==> src/rtl/song_select_controller.sv <==
// rtl/song_select_controller.sv - prev/pause/next song selector with debounce and auto-repeat

// Two-flop synchroniser followed by a counting debouncer for one raw button.
module song_select_debounce #(
  parameter int DEBOUNCE_CYC = 2_000_000
) (
  input  logic clk,
  input  logic rst_n,
  input  logic raw_i,
  output logic level_o
);

  localparam int CNT_W = $clog2(DEBOUNCE_CYC + 1);

  logic             sync1_q, sync2_q;
  logic             level_q, level_d;
  logic [CNT_W-1:0] cnt_q, cnt_d;

  // Synchroniser chain, debounced level and stability counter.
  always_ff @(posedge clk or negedge rst_n) begin
    if (!rst_n) begin
      sync1_q <= 1'b0;
      sync2_q <= 1'b0;
      level_q <= 1'b0;
      cnt_q   <= '0;
    end else begin
      sync1_q <= raw_i;
      sync2_q <= sync1_q;
      level_q <= level_d;
      cnt_q   <= cnt_d;
    end
  end

  // Count consecutive disagreeing cycles; flip the level once the run is long enough.
  always_comb begin
    level_d = level_q;
    cnt_d   = '0;
    if (sync2_q != level_q) begin
      if (cnt_q == CNT_W'(DEBOUNCE_CYC - 1)) begin
        level_d = ~level_q;
      end else begin
        cnt_d = cnt_q + CNT_W'(1);
      end
    end
  end

  assign level_o = level_q;

endmodule

module song_select_controller #(
  parameter int         NUM_SONGS    = 4,
  parameter int         SONG_W       = 2,
  parameter int         DEBOUNCE_CYC = 2_000_000,
  parameter int         HOLD_CYC     = 100_000_000,
  parameter int         REPEAT_CYC   = 25_000_000,
  parameter logic [2:0] AUTO_MODE    = 3'b011,
  parameter logic [2:0] LEARN_MODE   = 3'b111
) (
  input  logic              clk,
  input  logic              rst_n,
  input  logic [2:0]        button,
  input  logic [2:0]        mode,
  output logic [SONG_W-1:0] song_num,
  output logic              pause,
  output logic              song_changed
);

  localparam int RPT_MAX = (HOLD_CYC > REPEAT_CYC) ? HOLD_CYC : REPEAT_CYC;
  localparam int CNT_W   = $clog2(RPT_MAX + 1);

  typedef enum logic [1:0] {
    ST_IDLE,
    ST_HOLD,
    ST_REPEAT
  } rpt_state_e;

  logic [2:0]        deb;
  logic [2:0]        deb_prev_q;
  logic [2:0]        rise;
  logic [1:0]        dir_deb;
  logic [1:0]        dir_rise;
  logic [1:0]        fire;
  logic              enable;
  logic              mode_chg;
  logic              both_held;
  logic [2:0]        mode_q;
  logic [SONG_W-1:0] song_q, song_d;
  logic              pause_q, pause_d;
  logic              changed_q, changed_d;
  rpt_state_e        state_q [2];
  rpt_state_e        state_d [2];
  logic [CNT_W-1:0]  cnt_q [2];
  logic [CNT_W-1:0]  cnt_d [2];

  for (genvar b = 0; b < 3; b++) begin : g_btn
    song_select_debounce #(
      .DEBOUNCE_CYC(DEBOUNCE_CYC)
    ) u_debounce (
      .clk    (clk),
      .rst_n  (rst_n),
      .raw_i  (button[b]),
      .level_o(deb[b])
    );
  end

  assign rise      = deb & ~deb_prev_q;
  // Index 0 is prev (button 0), index 1 is next (button 2).
  assign dir_deb   = {deb[2], deb[0]};
  assign dir_rise  = {rise[2], rise[0]};
  assign enable    = (mode == AUTO_MODE) || (mode == LEARN_MODE);
  assign mode_chg  = (mode != mode_q);
  assign both_held = deb[0] & deb[2];

  // Edge-detect history, stored mode, song/pause state and the change strobe.
  always_ff @(posedge clk or negedge rst_n) begin
    if (!rst_n) begin
      deb_prev_q <= '0;
      mode_q     <= '0;
      song_q     <= '0;
      pause_q    <= 1'b0;
      changed_q  <= 1'b0;
      for (int i = 0; i < 2; i++) begin
        state_q[i] <= ST_IDLE;
        cnt_q[i]   <= '0;
      end
    end else begin
      deb_prev_q <= deb;
      mode_q     <= mode;
      song_q     <= song_d;
      pause_q    <= pause_d;
      changed_q  <= changed_d;
      for (int i = 0; i < 2; i++) begin
        state_q[i] <= state_d[i];
        cnt_q[i]   <= cnt_d[i];
      end
    end
  end

  // Per-direction press / hold / repeat state machine producing step requests.
  always_comb begin
    for (int i = 0; i < 2; i++) begin
      state_d[i] = state_q[i];
      cnt_d[i]   = cnt_q[i];
      fire[i]    = 1'b0;
      if (!enable || !dir_deb[i]) begin
        state_d[i] = ST_IDLE;
        cnt_d[i]   = '0;
      end else begin
        case (state_q[i])
          ST_IDLE: begin
            if (dir_rise[i]) begin
              fire[i]    = 1'b1;
              state_d[i] = ST_HOLD;
              cnt_d[i]   = '0;
            end
          end
          ST_HOLD: begin
            if (both_held) begin
              cnt_d[i] = '0;
            end else if (cnt_q[i] == CNT_W'(HOLD_CYC - 1)) begin
              fire[i]    = 1'b1;
              state_d[i] = ST_REPEAT;
              cnt_d[i]   = '0;
            end else begin
              cnt_d[i] = cnt_q[i] + CNT_W'(1);
            end
          end
          ST_REPEAT: begin
            if (both_held) begin
              cnt_d[i] = '0;
            end else if (cnt_q[i] == CNT_W'(REPEAT_CYC - 1)) begin
              fire[i] = 1'b1;
              cnt_d[i] = '0;
            end else begin
              cnt_d[i] = cnt_q[i] + CNT_W'(1);
            end
          end
          default: begin
            state_d[i] = ST_IDLE;
            cnt_d[i]   = '0;
          end
        endcase
      end
    end
  end

  // Song / pause update: mode change and disable win, then a single-direction step, then pause.
  always_comb begin
    song_d    = song_q;
    pause_d   = pause_q;
    changed_d = 1'b0;
    if (mode_chg || !enable) begin
      pause_d = 1'b0;
    end else if (fire[1] && !fire[0]) begin
      song_d    = (song_q == SONG_W'(NUM_SONGS - 1)) ? '0 : song_q + SONG_W'(1);
      pause_d   = 1'b0;
      changed_d = 1'b1;
    end else if (fire[0] && !fire[1]) begin
      song_d    = (song_q == '0) ? SONG_W'(NUM_SONGS - 1) : song_q - SONG_W'(1);
      pause_d   = 1'b0;
      changed_d = 1'b1;
    end else if (rise[1]) begin
      pause_d = ~pause_q;
    end
  end

  assign song_num     = song_q;
  assign pause        = pause_q;
  assign song_changed = changed_q;

endmodule

==> config.mk <==
export PLATFORM = sky130hd
export DESIGN_NAME = song_select_controller
export DESIGN_NICKNAME = d
export VERILOG_FILES = /design/src/rtl/song_select_controller.sv
export SDC_FILE = /design/constraint.sdc
export NUM_CORES = 1
export LEC_CHECK = 0
export ABC_AREA = 1
export CAP_MARGIN = 20
export CORE_UTILIZATION = 54
export DETAILED_ROUTE_END_ITERATION = 10
export PLACE_DENSITY = 0.77
export SYNTH_ARGS = -nofsm -noshare
export SYNTH_HDL_FRONTEND = slang
export SYNTH_HIERARCHICAL = 1
export SYNTH_SLANG_ARGS = --single-unit
==> constraint.sdc <==
create_clock -name clk -period 5.4 [get_ports clk]
set_input_delay 0.81 -clock clk [delete_from_list [all_inputs] [get_ports clk]]
set_output_delay 0.81 -clock clk [all_outputs]
set_load 0.01 [all_outputs]
==> summary.txt <==
Synthesis
  – Yosys warns: 6
  – Synth Area in Adders: 0.02825
  – Xor-xnor portion of the synthesized cell area: 0.06408
  – Share of cell area taken by muxes after synthesis: 0
  – Post-synth cell types: 44
  – Average footprint of a synthesized cell: 7.548 um2
  – Register bit count reported by yosys: 140
  – Cell area after synthesis: 0.008416 mm2
  – Simple logic cell fraction of the synthesized area: 0.3558
  – Synthesized Nets: 1142
  – Portion of the post-synthesis area used by sequential elements: 0.4163
  – Main combinational cell family by area after synthesis: simple AND/OR/NAND/NOR gates
  – Post-Synthesis Cells: 1115
  – Synthesized-area fraction occupied by ao, oa, aoi and oai cells: 0.06125

Detailed routing
  – Iteration-0 DRC count of the detailed router: 587
  – Total via count after detailed routing: 6989
  – Drt wl/cell: 12.90 um
  – Drt drc: 0
  – Via count normalized by instance count: 5.243
  – Drt pass-1 iters: 5
  – Overall routed net length: 17.19 mm
  – Antenna Violating Nets Remaining: 0

Global route
  – Maximum number of pins on one net before global-route repair: 88
  – Number of global-route vias before repair: 6512
  – Antenna violations before repair: 0
  – Global-route usage over all layers: 0.2320
  – Wire length of the first global-routing pass: 30.00 mm
  – Gr ovfl total: 0

Placed design
  – RePlAce Congestion: 0.9475
  – Worst setup slack before clock tree synthesis: 2.456 ns
  – Estimated wirelength of the detail-placed design: 12.12 mm
  – Count of input and output buffers: 11

Timing
  – Transition time at the pin with the least slew margin: 0.7763 ns
  – Max frequency: 396.8 MHz
  – Hold WS: 0.3473 ns
  – Max transition margin: 0.4825
  – Number of pins with negative max-slew slack in the final report: 0
  – Worst path setup slack after routing: 2.880 ns
  – Period Utilization, post-route: 0.4667
  – Number of endpoints with negative hold slack in the final report: 0
  – Unrepaired setup endpoints after global routing: no
  – Setup violations, final: 0
  – Clock tree skew after final layout: 0.006446 ns
  – Tmin final: 2.520 ns
  – TNS Setup: 0 ns

Clock tree
  – H-tree depth reported by CTS: 4
  – Root cell of the clock tree: clkbuf_16
  – Quantity of gates resized following cts: 0
  – CTS tree: built
  – Number of buffers between clock root and the deepest sink: 2
  – Hold buffer count at cts: 0
  – Number of post-CTS setup repair buffers: 0
  – Worst-skew pair later-pin latency: 0.43 ns
  – Clk slew on worst S/H paths: 0.06 ns
  – Clock net sink count: 140
  – Total CTS buffers: 17

Setup path
  – Data arrival time of the critical path: 2.80 ns
  – Critical Path End Type: flop
  – Top Family by Delay on Critical Path: simple AND/OR/NAND/NOR gates
  – Buffering stage count on the worst path with inverters included: 2
  – Highest net fanout along the worst path: 42
  – Delay of the slowest cell on the worst path: 0.48 ns
  – Startpoint types: input pin
  – Startpoint-to-endpoint class of the critical path: in2reg
  – Slowest stage cell, crit path: clkdlybuf4s50_1
  – Critical Path RT: 5.68 ns
  – Critical-path cell list: clkdlybuf4s50_1 -> nand2_2 -> nor2_4 -> nand2_1 -> nor2_4 -> inv_2 -> nand2_1 -> nor2_1 -> xnor2_1 -> a21oi_1

Floorplanning
  – Site Rows: 45
  – Effective utilization at floorplan: 0.5536
  – Chip Height: 126.8 um
  – Floorplan Core Area: 0.01520 mm2
  – Chip width: 126.8 um
  – Die outline area: 0.01609 mm2
  – Number of I/O pins: 12

Worst hold path
  – Hold/Removal Path Class: reg2reg

Layout
  – Ratio of cells with drive above 1 in the final layout: 0.1083
  – Antenna diode count: 0
  – Utilization after layout: 0.6088
  – Synth-to-layout area growth: 9.976%
  – Nets: 1160

Power and ir drop
  – Clock share of power: 0.517
  – Switching Power: 0.0005006 W
  – Static Leakage: 3.815 nW
  – Sequential share of power: 0.461
  – Total internal power: 0.001809 W
  – Total power per unit cell area: 249.6 mW/mm2
  – Fraction of power consumed by combinational cells: 0.022
  – Total power after layout: 0.002310 W
  – Max rail drop VDD: 0.2548 mV
  – Switching power share of the total: 0.2167

Run
  – Max-cap violation count: 0

Run status
  – Outcome: completed
==> cells in the mapped netlist, drive strengths merged <==
master	number	area share
a21boi	2	0.0018
a21o	1	0.00089
a21oi	43	0.026
a31oi	2	0.0015
and2	1	0.00074
buf	13	0.014
dfrtp	140	0.42
ha	19	0.028
inv	134	0.060
nand2	231	0.11
nand3	103	0.066
nand3b	2	0.0018
nand4	28	0.021
nor2	260	0.14
nor3	25	0.015
nor3b	2	0.0024
nor4	1	0.00074
o211ai	1	0.00089
o21a	2	0.0018
o21ai	38	0.023
o21bai	3	0.0031
o22ai	1	0.00074
o31ai	1	0.00089
o32ai	1	0.0010
or2	2	0.0015
xnor2	22	0.026
xor2	37	0.039
==> cell families after synthesis <==
logic type | Yosys count
compound gates | 95
xor+xnor | 59
fa+ha+maj | 19
buf+inv | 147
flops | 140
simple gates | 655
==> area by class of cell <==
class	instances	area (um2)
Timing Repair Buffer	12	118.9
Inverter	134	505.5
Tap cell	188	235.2
Clock buffer	18	439.2
Sequential cell	140	3503
Multi-Input combinational cell	828	4287
Fill cell	1360	5947
Clock inverter	13	166.4
==> power groups by stage <==
stage	logic [W]	registers (W)	clock network, W
after global routing	0.0000605	0.00107	0.00126
after CTS	0.0000538	0.00106	0.00121
final	0.0000511	0.00106	0.00119
after detailed placement	0.0000535	0.00108	0
after global placement	0.0000524	0.00108	0
after floorplan	0.0000201	0.00108	0
==> metrics by stage <==
step	cell area (um2)	std cells
finish	9255	1333
global route	9255	1333
CTS	9255	1333
detailed placement	8650	1302
global placement	8650	1302
floorplan	8416	1115
==> path summary, 6_finish.rpt <==
kind | from | endpoint | slack, ns | cells past startpoint
max | mode[1] | cnt_q[10] | 2.88 | 10
min | g_btn[0].u_debounce/sync1_q | g_btn[0].u_debounce/sync2_q | 0.35 | 0
max reg2reg | cnt_q[0] | song_num[0] | 3.03 | 12
min reg2reg | g_btn[0].u_debounce/sync1_q | g_btn[0].u_debounce/sync2_q | 0.35 | 0
max in group asynchronous | rst_n | g_btn[1].u_debounce/sync1_q | 3.77 | 2
min in group asynchronous | rst_n | g_btn[1].u_debounce/cnt_q[13] | 0.43 | 1
==> cell usage in the layout, fill, tap and decap left out, drive strengths merged <==
master,count
o21ai,38
nor3b,2
clkinvlp,3
nand3,103
a21boi,2
a21o,1
or2,2
inv,136
xnor2,22
o211ai,1
nand4,28
nor2,260
o21a,2
ha,19
clkinv,5
nand2,231
a31oi,2
nand3b,2
nor3,25
o31ai,1
xor2,37
dfrtp,140
bufinv,3
o32ai,1
o21bai,3
buf,2
and2,1
nor4,1
clkdlybuf4s50,10
o22ai,1
a21oi,43
clkbuf,18
==> registers in the layout, summed over array words and instances (netlist names) <==
name and cells:
pause 1, g_btn.u_debounce/sync2_q 3, state_q 4, cnt_q 54, g_btn.u_debounce/level_o 3, song_num 2
deb_prev_q 3, g_btn.u_debounce/cnt_q 63, g_btn.u_debounce/sync1_q 3, mode_q 3, song_changed 1
==> metal layers <==
layer | vias up | global-route usage | wire length [um]
met5 | - | 0 | 0
met2 | 151 | 0.3578 | 7681
met1 | 3226 | 0.3326 | 8490
met3 | 23 | 0.03332 | 730
met4 | 0 | 0.08754 | 292
li1 | 3589 | - | -
No activity file was read; power rests on OpenSTA's default activity.
